--- config.mk ---
export PLATFORM = sky130hd
export DESIGN_NAME = dmem_lsu_flat
export DESIGN_NICKNAME = d
export VERILOG_FILES = /design/src/rtl/dmem_lsu_pkg.sv /design/src/rtl/dmem_lsu_if.sv /design/src/rtl/dmem_lsu_align.sv /design/src/rtl/dmem_lsu.sv /design/src/flat_wrapper.sv
export SDC_FILE = /design/constraint.sdc
export NUM_CORES = 1
export LEC_CHECK = 0
export ABC_AREA = 1
export BUFFER_PORTS_ARGS = -buffer_cell sky130_fd_sc_hd__buf_2
export CELL_PAD_IN_SITES_DETAIL_PLACEMENT = 1
export CELL_PAD_IN_SITES_GLOBAL_PLACEMENT = 2
export CORE_UTILIZATION = 32
export CTS_BUF_LIST = sky130_fd_sc_hd__clkbuf_4
export DETAILED_ROUTE_END_ITERATION = 16
export PLACE_DENSITY_LB_ADDON = 0.25
export SLEW_MARGIN = 10
export SYNTH_ARGS = -nofsm -noshare
export SYNTH_HDL_FRONTEND = slang
export SYNTH_SLANG_ARGS = --single-unit
--- constraint.sdc ---
create_clock -name clk -period 4.6 [get_ports clk]
set_input_delay 0.69 -clock clk [delete_from_list [all_inputs] [get_ports clk]]
set_output_delay 0.69 -clock clk [all_outputs]
set_load 0.02 [all_outputs]
--- src/rtl/dmem_lsu_pkg.sv ---
// Shared types for the data-memory load/store unit: widths, size codes,
// the registered request record and the request legality check.
package dmem_lsu_pkg;

  localparam int WORD = 32;
  localparam int ADDR = 16;

  typedef enum logic [1:0] {
    SZ_B = 2'b00,
    SZ_H = 2'b01,
    SZ_W = 2'b10,
    SZ_X = 2'b11
  } size_e;

  // Only what later states need; the word address lives in mem_a.
  typedef struct packed {
    logic            we;
    size_e           size;
    logic            sgn;
    logic [1:0]      off;
    logic [WORD-1:0] wdata;
  } lsu_req_t;

  function automatic logic addr_err(input size_e size, input logic [31:0] addr);
    return (size == SZ_X) ||
           (size == SZ_H && addr[0]) ||
           (size == SZ_W && addr[1:0] != 2'b00) ||
           (addr[31:ADDR+2] != '0);
  endfunction

endpackage

--- src/rtl/dmem_lsu_if.sv ---
// CPU-side request/response channel of the load/store unit.
interface dmem_lsu_if;
  import dmem_lsu_pkg::*;

  logic            req_valid;
  logic            req_ready;
  logic            req_we;
  logic [1:0]      req_size;
  logic            req_signed;
  logic [31:0]     req_addr;
  logic [WORD-1:0] req_wdata;
  logic            resp_valid;
  logic            resp_ready;
  logic [WORD-1:0] resp_rdata;
  logic            resp_err;

  modport master (
    output req_valid, req_we, req_size, req_signed, req_addr, req_wdata, resp_ready,
    input  req_ready, resp_valid, resp_rdata, resp_err
  );

  modport slave (
    input  req_valid, req_we, req_size, req_signed, req_addr, req_wdata, resp_ready,
    output req_ready, resp_valid, resp_rdata, resp_err
  );

endinterface

--- src/rtl/dmem_lsu_align.sv ---
// Combinational lane logic: little-endian extract + extend for loads,
// byte-lane merge of right-aligned store data into the read word.
module dmem_lsu_align
  import dmem_lsu_pkg::*;
(
  input  size_e           size,
  input  logic            sgn,
  input  logic [1:0]      off,
  input  logic [WORD-1:0] mem_word,
  input  logic [WORD-1:0] wdata,
  output logic [WORD-1:0] ldata,
  output logic [WORD-1:0] mdata
);
  localparam int NUM_LANES = WORD / 8;

  logic [NUM_LANES-1:0][7:0] mem_l, rep_l, mrg_l;
  logic [NUM_LANES-1:0]      be;
  logic [WORD-1:0]           shifted;

  assign mem_l = mem_word;

  // Replicate store data across lanes so each lane picks the same slice.
  always_comb begin
    case (size)
      SZ_B:    rep_l = {NUM_LANES{wdata[7:0]}};
      SZ_H:    rep_l = {(NUM_LANES/2){wdata[15:0]}};
      default: rep_l = wdata;
    endcase
  end

  for (genvar k = 0; k < NUM_LANES; k++) begin : g_lane
    localparam logic [1:0] LANE = 2'(k);
    assign be[k] = (size == SZ_B) ? (off == LANE) :
                   (size == SZ_H) ? (off[1] == LANE[1]) : 1'b1;
    assign mrg_l[k] = be[k] ? rep_l[k] : mem_l[k];
  end

  assign mdata = mrg_l;

  always_comb begin
    case (size)
      SZ_B:    shifted = mem_word >> {off, 3'b000};
      SZ_H:    shifted = mem_word >> {off[1], 4'b0000};
      default: shifted = mem_word;
    endcase
  end

  always_comb begin
    case (size)
      SZ_B:    ldata = {{(WORD-8){sgn & shifted[7]}}, shifted[7:0]};
      SZ_H:    ldata = {{(WORD-16){sgn & shifted[15]}}, shifted[15:0]};
      default: ldata = shifted;
    endcase
  end

endmodule

--- src/rtl/dmem_lsu.sv ---
// Load/store unit driving a word-addressed, one-cycle-latency data memory:
// alignment checks, sub-word loads with extension, read-modify-write stores.
module dmem_lsu
  import dmem_lsu_pkg::*;
(
  input  logic            clk,
  input  logic            rst_n,
  dmem_lsu_if.slave       cpu,
  output logic [ADDR-1:0] mem_a,
  output logic            mem_w,
  output logic [WORD-1:0] mem_d,
  input  logic [WORD-1:0] mem_q
);

  typedef enum logic [2:0] {IDLE, READ, CAPTURE, WRITE, RESP} state_e;

  state_e          state_q, state_d;
  lsu_req_t        req_q, req_d, req_in;
  logic [ADDR-1:0] mem_a_q, mem_a_d;
  logic            mem_w_q, mem_w_d;
  logic [WORD-1:0] mem_d_q, mem_d_d;
  logic            resp_valid_q, resp_valid_d;
  logic            resp_err_q, resp_err_d;
  logic [WORD-1:0] resp_rdata_q, resp_rdata_d;
  logic [WORD-1:0] ld_data, mrg_data;

  assign req_in = '{we:    cpu.req_we,
                    size:  size_e'(cpu.req_size),
                    sgn:   cpu.req_signed,
                    off:   cpu.req_addr[1:0],
                    wdata: cpu.req_wdata};

  dmem_lsu_align u_align (
    .size     (req_q.size),
    .sgn      (req_q.sgn),
    .off      (req_q.off),
    .mem_word (mem_q),
    .wdata    (req_q.wdata),
    .ldata    (ld_data),
    .mdata    (mrg_data)
  );

  always_comb begin
    state_d      = state_q;
    req_d        = req_q;
    mem_a_d      = mem_a_q;
    mem_w_d      = 1'b0;
    mem_d_d      = mem_d_q;
    resp_valid_d = resp_valid_q;
    resp_err_d   = resp_err_q;
    resp_rdata_d = resp_rdata_q;
    case (state_q)
      IDLE: if (cpu.req_valid) begin
        req_d   = req_in;
        mem_a_d = cpu.req_addr[ADDR+1:2];
        if (addr_err(req_in.size, cpu.req_addr)) begin
          state_d      = RESP;
          resp_valid_d = 1'b1;
          resp_err_d   = 1'b1;
          resp_rdata_d = '0;
        end else if (req_in.we && req_in.size == SZ_W) begin
          state_d = WRITE;
          mem_w_d = 1'b1;
          mem_d_d = cpu.req_wdata;
        end else begin
          state_d = READ;
        end
      end
      READ: state_d = CAPTURE;
      // mem_q now holds the word addressed in READ.
      CAPTURE: if (req_q.we) begin
        state_d = WRITE;
        mem_w_d = 1'b1;
        mem_d_d = mrg_data;
      end else begin
        state_d      = RESP;
        resp_valid_d = 1'b1;
        resp_err_d   = 1'b0;
        resp_rdata_d = ld_data;
      end
      WRITE: begin
        state_d      = RESP;
        resp_valid_d = 1'b1;
        resp_err_d   = 1'b0;
        resp_rdata_d = '0;
      end
      RESP: if (cpu.resp_ready) begin
        state_d      = IDLE;
        resp_valid_d = 1'b0;
        resp_err_d   = 1'b0;
        resp_rdata_d = '0;
      end
      default: state_d = IDLE;
    endcase
  end

  always_ff @(posedge clk or negedge rst_n) begin
    if (!rst_n) begin
      state_q      <= IDLE;
      req_q        <= '0;
      mem_a_q      <= '0;
      mem_w_q      <= 1'b0;
      mem_d_q      <= '0;
      resp_valid_q <= 1'b0;
      resp_err_q   <= 1'b0;
      resp_rdata_q <= '0;
    end else begin
      state_q      <= state_d;
      req_q        <= req_d;
      mem_a_q      <= mem_a_d;
      mem_w_q      <= mem_w_d;
      mem_d_q      <= mem_d_d;
      resp_valid_q <= resp_valid_d;
      resp_err_q   <= resp_err_d;
      resp_rdata_q <= resp_rdata_d;
    end
  end

  assign cpu.req_ready  = (state_q == IDLE);
  assign cpu.resp_valid = resp_valid_q;
  assign cpu.resp_err   = resp_err_q;
  assign cpu.resp_rdata = resp_rdata_q;
  assign mem_a          = mem_a_q;
  assign mem_w          = mem_w_q;
  assign mem_d          = mem_d_q;

endmodule

--- src/flat_wrapper.sv ---
// flat-port wrapper written by rule: the top's interface ports become plain ports
module dmem_lsu_flat import dmem_lsu_pkg::*;
  (clk, rst_n, mem_a, mem_w, mem_d, mem_q, cpu_req_valid, cpu_req_we, cpu_req_size, cpu_req_signed, cpu_req_addr, cpu_req_wdata, cpu_resp_ready, cpu_req_ready, cpu_resp_valid, cpu_resp_rdata, cpu_resp_err);
  dmem_lsu_if cpu_i ();
  input  logic clk;
  input  logic rst_n;
  output logic [ADDR-1:0] mem_a;
  output logic mem_w;
  output logic [WORD-1:0] mem_d;
  input  logic [WORD-1:0] mem_q;
  input wire logic [$bits(cpu_i.req_valid)-1:0] cpu_req_valid;
  input wire logic [$bits(cpu_i.req_we)-1:0] cpu_req_we;
  input wire logic [$bits(cpu_i.req_size)-1:0] cpu_req_size;
  input wire logic [$bits(cpu_i.req_signed)-1:0] cpu_req_signed;
  input wire logic [$bits(cpu_i.req_addr)-1:0] cpu_req_addr;
  input wire logic [$bits(cpu_i.req_wdata)-1:0] cpu_req_wdata;
  input wire logic [$bits(cpu_i.resp_ready)-1:0] cpu_resp_ready;
  output wire logic [$bits(cpu_i.req_ready)-1:0] cpu_req_ready;
  output wire logic [$bits(cpu_i.resp_valid)-1:0] cpu_resp_valid;
  output wire logic [$bits(cpu_i.resp_rdata)-1:0] cpu_resp_rdata;
  output wire logic [$bits(cpu_i.resp_err)-1:0] cpu_resp_err;
  assign cpu_i.req_valid = cpu_req_valid;
  assign cpu_i.req_we = cpu_req_we;
  assign cpu_i.req_size = cpu_req_size;
  assign cpu_i.req_signed = cpu_req_signed;
  assign cpu_i.req_addr = cpu_req_addr;
  assign cpu_i.req_wdata = cpu_req_wdata;
  assign cpu_i.resp_ready = cpu_resp_ready;
  assign cpu_req_ready = cpu_i.req_ready;
  assign cpu_resp_valid = cpu_i.resp_valid;
  assign cpu_resp_rdata = cpu_i.resp_rdata;
  assign cpu_resp_err = cpu_i.resp_err;
  dmem_lsu u_core (.clk(clk), .rst_n(rst_n), .cpu(cpu_i), .mem_a(mem_a), .mem_w(mem_w), .mem_d(mem_d), .mem_q(mem_q));
endmodule
==> summary.md, run 1 <==
| Metric | Value |
|---|---|
| Final instance area | 7974 um^2 |
| H-tree Lvls | 4 |
| Period utilization | 0.5168 |
| Hold WC Path Type | in2async |
| Die Wd | 145.2 um |
| Setup WS post-layout | 2223 ps |
| Area Growth Syn to Fin | 21.55% |
| Max-slew headroom | 0.4998 |
| Post-CTS Hold Buffers | 0 |
| CTS resizes | 0 |
| Num CTS Buffers | 17 |
| Ports | 188 |
| DRC | 0 |
| # setup viols final | 0 |
| Clk sinks | 124 |
| Initial DRC count | 328 |
| Core Area | 20170 um^2 |
| Area after DPL | 7697 um^2 |
| Die H | 145.2 um |
| Clk Tree Root Cell | clkbuf_4 |
| Pin count of the biggest net entering global routing | 49 |
| Final Hold Viols | 0 |
| Fmax | 0.4206 GHz |
| Top cells by area, synth | dfrtp_1 47%, nand2_1 16%, o21ai_0 5.8%, mux2_2 5.0%, nand3_1 4.5% |
| Synth Warn # | 0 |
| Multi-input gate area | 2954 um^2 |
| Number of port buffers | 187 |
| Post-Place Cells | 1276 |
| Minimum clock period | 2377 ps |
| Outcome | finished, final reports clean |
| Syn Area/Cell | 7.682 um^2 |
| Pwr Total | 4.784 mW |
| # nets final | 1129 |
| Routed Antenna Nets | 0 |
| Yosys cell types | 31 |
| Slowest CP cell | dfrtp_1 |
| Leakage | 4.393 nW |
| Starting Density | 0.3252 |
| CP peak stage delay | 410 ps |
| Top FF cell, synth | dfrtp_1 |
| Net Count, Synth | 958 |
| Worst reg2reg path startpoint | u_core.state_q[2] |
| Post-synth EDFFs | 0 |
| Startpoint Class | register |
| Fin. max-slew vios | 0 |
| Crit Path Category | reg2reg |
| Fraction of layout cells with a size suffix above 1 | 0.2700 |
| Seq/Total Area, Yosys | 0.4730 |
| Site Rows | 52 |
| Total grt overflow | 0 |
| Final core occ | 0.3953 |
| Storage cell area | 3103 um^2 |
| Post-DR vias/cell | 4.796 |
| Pwr Density | 599.9 nW/um^2 |
| Initial DRT Pass Iterations | 4 |
| Final hold slack | 133.9 ps |
| CTS clock-pin slew for the worst setup and hold paths | 130 ps |
| DR WL/cell | 17.48 um |
| TritonCTS clock tree | done |
| Worst slew pin tran | 749.5 ps |
| Post-synthesis async set-or-reset flop share | 1.000 |
| Post-CTS setup buffers | 0 |
| Detailed Route WL | 22870 um |
| Finished Layout Cells | 1308 |
| Count leader, synth | nand2_1 |
| Vias in the first global route | 6467 |
| Synth top cells by count | 284 x nand2_1, 124 x dfrtp_1, 76 x o21ai_0 |
| CP required | 5020 ps |
| Reg2reg end | u_core.mem_d[13] |
| Initial antenna violation count | 1 |
| GPL Wtd Cong | 0.7897 |
| First-pass GRT wire length | 36670 um |
| Max cap viols | 0 |
| Fill cell count | 2585 |
| Cell taking the most area after synthesis | dfrtp_1 |
| Worst-case clock buffer depth | 2 |
| Worst Skew | 23.99 ps |
| Vias after detailed routing | 6273 |
| Die footprint | 21080 um^2 |
| Clk Latency, worst-skew pair | 550 ps |
| Worst path arrival time | 2800 ps |
| Gr usage total | 0.2245 |
| Top cell type's share of synthesized area | 0.4730 |
| R2R setup slack | 2220 ps |
| Worst-case reg-to-reg path depth | 9 |
| VDD IR-drop max | 0.0002380 V |
| Cell area after synthesis | 6560 um^2 |
| Peak fanout along the critical path | 46 |
| Post-place setup slack | 2191 ps |
| Crit path cell chain | inv_2 -> nand3_2 -> buf_4 -> nor2_4 -> inv_2 -> nand3_2 -> buf_4 -> nand2_1 -> o21ai_0 |
| Setup TNS | 0 ps |
| CP endpoint kind | register |
| Mapped Cells | 854 |
| Number of synthesized register bits | 124 |
| DP HPWL | 17030 um |
| RSZ-0062 raised after global routing | no |
## critical path, delay by kind of cell (launching register included)
kind,cells,cell delay (ps)
AOI/OAI and AO/OA,1,90
buffers and inverters,4,1110
DFF,1,410
and+or+nand+nor,4,630
## cell usage in the layout, fill, tap and decap left out, types with 5 or more instances in the layout
| master | count |
|---|---|
| a21oi_1 | 43 |
| a22oi_1 | 8 |
| a31oi_1 | 10 |
| buf_2 | 186 |
| buf_4 | 9 |
| clkbuf_4 | 17 |
| clkinvlp_4 | 5 |
| dfrtp_1 | 124 |
| inv_1 | 71 |
| inv_2 | 10 |
| mux2_2 | 29 |
| nand2_1 | 283 |
| nand3_1 | 59 |
| nand4_1 | 6 |
| nor2_1 | 49 |
| o2111ai_1 | 7 |
| o21ai_0 | 76 |
| o21ai_1 | 13 |
## per-layer routing
metal  GRT usage  share of wire  wire (um)  vias to the layer above
met5           0              0          0                        -
met4     0.04947          0.010        235                        0
li1            -              -          -                     3122
met3     0.04182          0.034        777                       17
met2      0.3587           0.47      10720                      126
met1      0.3149           0.49      11140                     3008
## power breakdown
group / internal (mW) / leakage [nW] / switching, mW / total [mW]
clock: 0.319 / 0.134 / 0.459 / 0.778
sequential: 1.47 / 1.58 / 0.296 / 1.77
combinational: 0.722 / 2.68 / 1.52 / 2.24
## final cells by class
| type | instances | share of cell area |
|---|---|---|
| multi-input cells | 606 | 0.3705 |
| clock inverters | 14 | 0.01836 |
| flip-flops and latches | 124 | 0.3891 |
| diodes | 1 | 0.0003138 |
| clock buffers | 17 | 0.01600 |
| repair buffers | 195 | 0.1252 |
| well taps | 270 | 0.04237 |
| inverters | 81 | 0.03813 |
## cell families (layout without fill, tap and decap cells)
logic type      count (synthesis)  in the layout  share of synthesized area
buf+inv                       124            307                    0.07706
flops                         124            124                     0.4730
compound gates                162            162                     0.1352
simple gates                  415            415                     0.2649
other cells                     0              1                          0
mux                            29             29                    0.04978
## worst max-delay path by stage
stage | cells past startpoint | from | end
floorplan | 9 | cpu_req_addr[23] | u_core.mem_d[21]
global placement | 9 | u_core.state_q[2] | u_core.mem_d[9]
detailed placement | 9 | u_core.state_q[2] | u_core.mem_d[13]
CTS | 9 | u_core.state_q[2] | u_core.mem_d[13]
global route | 9 | u_core.state_q[2] | u_core.mem_d[8]
finish | 9 | u_core.state_q[2] | u_core.mem_d[13]
## registers in the layout, indices dropped and copies added (netlist names)
register / flops
u_core.req_q: 38
u_core.cpu.resp_rdata: 32
u_core.mem_d: 32
u_core.mem_a: 16
u_core.state_q: 3
u_core.cpu.resp_err: 1
u_core.cpu.resp_valid: 1
u_core.mem_w: 1
Power figures use the tool's default switching activity.
==> run 2, diff against run 1 <==
--- a/config.mk
+++ b/config.mk
@@ -5,7 +5,7 @@
 export SDC_FILE = /design/constraint.sdc
 export NUM_CORES = 1
 export LEC_CHECK = 0
-export ABC_AREA = 1
+export ABC_AREA = 0
 export BUFFER_PORTS_ARGS = -buffer_cell sky130_fd_sc_hd__buf_2
 export CELL_PAD_IN_SITES_DETAIL_PLACEMENT = 1
 export CELL_PAD_IN_SITES_GLOBAL_PLACEMENT = 2
==> constraint.sdc (replaced) <==
create_clock -name clk -period 2.36 [get_ports clk]
set_input_delay 0.354 -clock clk [delete_from_list [all_inputs] [get_ports clk]]
set_output_delay 0.354 -clock clk [all_outputs]
set_load 0.02 [all_outputs]
==> run 2 against run 1 <==
  * Core utilization up 3.6 points
  * Hold slack worse by 87 ps
  * Fmax up 5.3%
  * Cell count down 13%
  * Synthesized cell count down 25%
  * Critical endpoint is now u_core.mem_d[9]
  * Largest power group is now registers
  * Highest routed layer unchanged
==> summary.md, run 2 <==
| Metric | Value |
|---|---|
| Outcome | finished, final reports clean |
| WL met2 | 10500 um (-2.1%) |
| Period utilization | 0.9567 (+0.4399) |
| Fraction of layout cells with a size suffix above 1 | 0.3239 (+0.05385) |
| Synth Warn # | 0 (unchanged) |
| Clk Latency, worst-skew pair | 540 ps (about the same) |
| Initial antenna violation count | 1 (unchanged) |
| Synth top cells by count | 216 x nand2_1, 124 x dfrtp_1, 38 x mux2i_1 |
| Total grt overflow | 0 (unchanged) |
| Number of port buffers | 187 (unchanged) |
| GPL Wtd Cong | 0.7994 (+1.2%) |
| Largest reg by FF count | u_core.req_q |
| TritonCTS clock tree | done |
| Pwr Density | 682.9 nW/um^2 (+14%) |
| Post-synth EDFFs | 0 (unchanged) |
| First-pass GRT wire length | 34870 um (-4.9%) |
| Worst path arrival time | 2720 ps (-80 ps) |
| Vias in the first global route | 6162 (-4.7%) |
| CTS clock-pin slew for the worst setup and hold paths | 120 ps (about the same) |
| Worst Skew | 15.82 ps (-8.167 ps) |
| Site Rows | 50 (-3.8%) |
| Initial DRT Pass Iterations | 4 (unchanged) |
| DP HPWL | 16380 um (-3.8%) |
| Core Area | 18830 um^2 (-6.6%) |
| Area Growth Syn to Fin | 31.24% |
| Crit Path Category | reg2reg |
| Slowest CP cell | or4_4 |
| Final Hold Viols | 0 (unchanged) |
| Clk Tree Root Cell | clkbuf_4 |
| CP endpoint kind | register |
| Cell area after synthesis | 6188 um^2 (-5.7%) |
| Pin count of the biggest net entering global routing | 58 (+18%) |
| Worst-case clock buffer depth | 2 (unchanged) |
| Syn Area/Cell | 9.639 um^2 (+25%) |
| WP buf/inv | 2 (-2) |
| Top FF cell, synth | dfrtp_1 |
| Count leader, synth | nand2_1 |
| Commonest cells after routing, fill and taps aside | 216 x nand2_1, 186 x buf_2, 124 x dfrtp_1 |
| Ports | 188 (unchanged) |
| Metal3 WL | 1157 um (+49%) |
| Number of synthesized register bits | 124 (unchanged) |
| Setup WS post-layout | 102.3 ps (-2120 ps) |
| Post-DR vias/cell | 5.092 (+6.2%) |
| Clk sinks | 124 (unchanged) |
| Leakage | 4.135 nW (-5.9%) |
| DR WL/cell | 19.32 um (+11%) |
| Num CTS Buffers | 17 (unchanged) |
| Seq/Total Area, Yosys | 0.5014 (+0.02840) |
| Routed Antenna Nets | 0 (unchanged) |
| Area after DPL | 7546 um^2 (-2.0%) |
| Die footprint | 19900 um^2 (-5.6%) |
| Top cell type's share of synthesized area | 0.5014 (+0.02840) |
| Mapped Cells | 642 (-25%) |
| Detailed Route WL | 22050 um (-3.6%) |
| Gr usage total | 0.2315 (+0.007009) |
| M1 WL | 10150 um (-8.9%) |
| Startpoint Class | register |
| Max reg flops | 38 (unchanged) |
| Fin. max-slew vios | 0 (unchanged) |
| Pwr Total | 5.547 mW (+16%) |
| Peak fanout along the critical path | 17 (-63%) |
| Most common cell after layout, fill and taps aside | nand2_1 |
| Post-CTS setup buffers | 0 (unchanged) |
| Hold WC Path Type | in2reg |
| Fmax | 0.4429 GHz (+5.3%) |
| Top layer in use | met4 |
| Post-place setup slack | -14.06 ps (-2205 ps) |
| Max cap viols | 0 (unchanged) |
| H-tree Lvls | 4 (unchanged) |
| Die Wd | 141.1 um (-2.8%) |
| CP required | 2820 ps (-2200 ps) |
| Post-synthesis async set-or-reset flop share | 1.000 (unchanged) |
| # nets final | 972 (-14%) |
| Cell taking the most area after synthesis | dfrtp_1 |
| Starting Density | 0.3286 (+0.003390) |
| Max-slew headroom | 0.4869 (-0.01286) |
| Net Count, Synth | 746 (-22%) |
| Minimum clock period | 2258 ps (-119.5 ps) |
| Vias after detailed routing | 5810 (-7.4%) |
| Initial DRC count | 271 (-17%) |
| Crit path max-delay family | simple AND/OR/NAND/NOR gates |
| Die H | 141.1 um (-2.8%) |
| DRC | 0 (unchanged) |
| Final instance area | 8122 um^2 (+1.9%) |
| RSZ-0062 raised after global routing | no |
| Worst slew pin tran | 764.5 ps (+15.02 ps) |
| Crit path cell chain | or3_4 -> inv_2 -> nand2_4 -> or4_4 -> nand2_8 -> buf_6 -> o221a_1 |
| Top cells by area, synth | dfrtp_1 50%, nand2_1 13%, mux2i_1 6.1%, mux2_2 2.9%, a221o_1 2.7% |
| VDD IR-drop max | 0.0004046 V (+70%) |
| Final core occ | 0.4313 (+0.03595) |
| Yosys cell types | 53 (+71%) |
| # setup viols final | 0 (unchanged) |
| CP peak stage delay | 580 ps (+170 ps) |
[run 2: area by class of cell]
class / instances / area [um^2]
Fill cell: 2219 / 10710
Sequential cell: 124 / 3103
Multi-Input combinational cell: 472 / 2907
Timing Repair Buffer: 248 / 1513
Tap cell: 260 / 325.3
Clock buffer: 20 / 150.1
Clock inverter: 11 / 102.6
Inverter: 5 / 18.77
Antenna cell: 1 / 2.502
[run 2: worst reg2reg max path: cells and delay by family (launching register included)]
kind / cells / cell delay (ps)
AOI/OAI and AO/OA: 1 / 230
buffers and inverters: 2 / 320
DFF: 1 / 410
and+or+nand+nor: 4 / 1220
[run 2: cells by family after synthesis]
kind of cell    after synthesis  synth area share
simple gates                271            0.1852
compound gates              135            0.1644
flops                       124            0.5014
mux                          66            0.1142
buf+inv                      46           0.03477
[run 2: where the power goes]
part	internal, mW	switching [mW]
registers	2.33	0.193
logic	0.643	0.945
clock network	0.636	0.802
[run 2: what timing repair did]
action,4_1_cts,5_1_grt
endpoints found under the setup margin,23,16
endpoints found under the hold margin,52,2
hold buffers,28,2
pin swaps,0,0
gates resized for setup,2,1
[run 2: path summary, 6_finish.rpt]
| path | start | endpoint | slack, ps | cells past startpoint |
|---|---|---|---|---|
| setup / recovery | u_core.state_q[0] | u_core.mem_d[9] | 100 | 7 |
| hold / removal | cpu_req_wdata[27] | u_core.req_q[27] | 50 | 3 |
| max in group asynchronous | rst_n | u_core.cpu.resp_rdata[23] | 1300 | 3 |
| hold reg to reg | u_core.req_q[16] | u_core.req_q[16] | 480 | 2 |
| min in group asynchronous | rst_n | u_core.state_q[2] | 270 | 2 |
| setup reg to reg | u_core.state_q[0] | u_core.mem_d[9] | 100 | 7 |
[run 2: metal layers]
metal  global-route usage  vias to the layer above
li1                     -                     2717
met2               0.3812                      171
met5                    0                        -
met1               0.3095                     2902
met4              0.05835                        0
met3              0.04857                       20
[run 2: metrics by stage]
step | hold slack [ps] | TNS, ps | cells
2_1_floorplan | 58.41 | 0 | 642
3_3_place_gp | 317.1 | 0 | 1079
3_5_place_dp | 320.8 | -17.07 | 1079
4_1_cts | 1.028 | 0 | 1138
5_1_grt | 3.313 | 0 | 1141
6_report | 46.98 | 0 | 1141
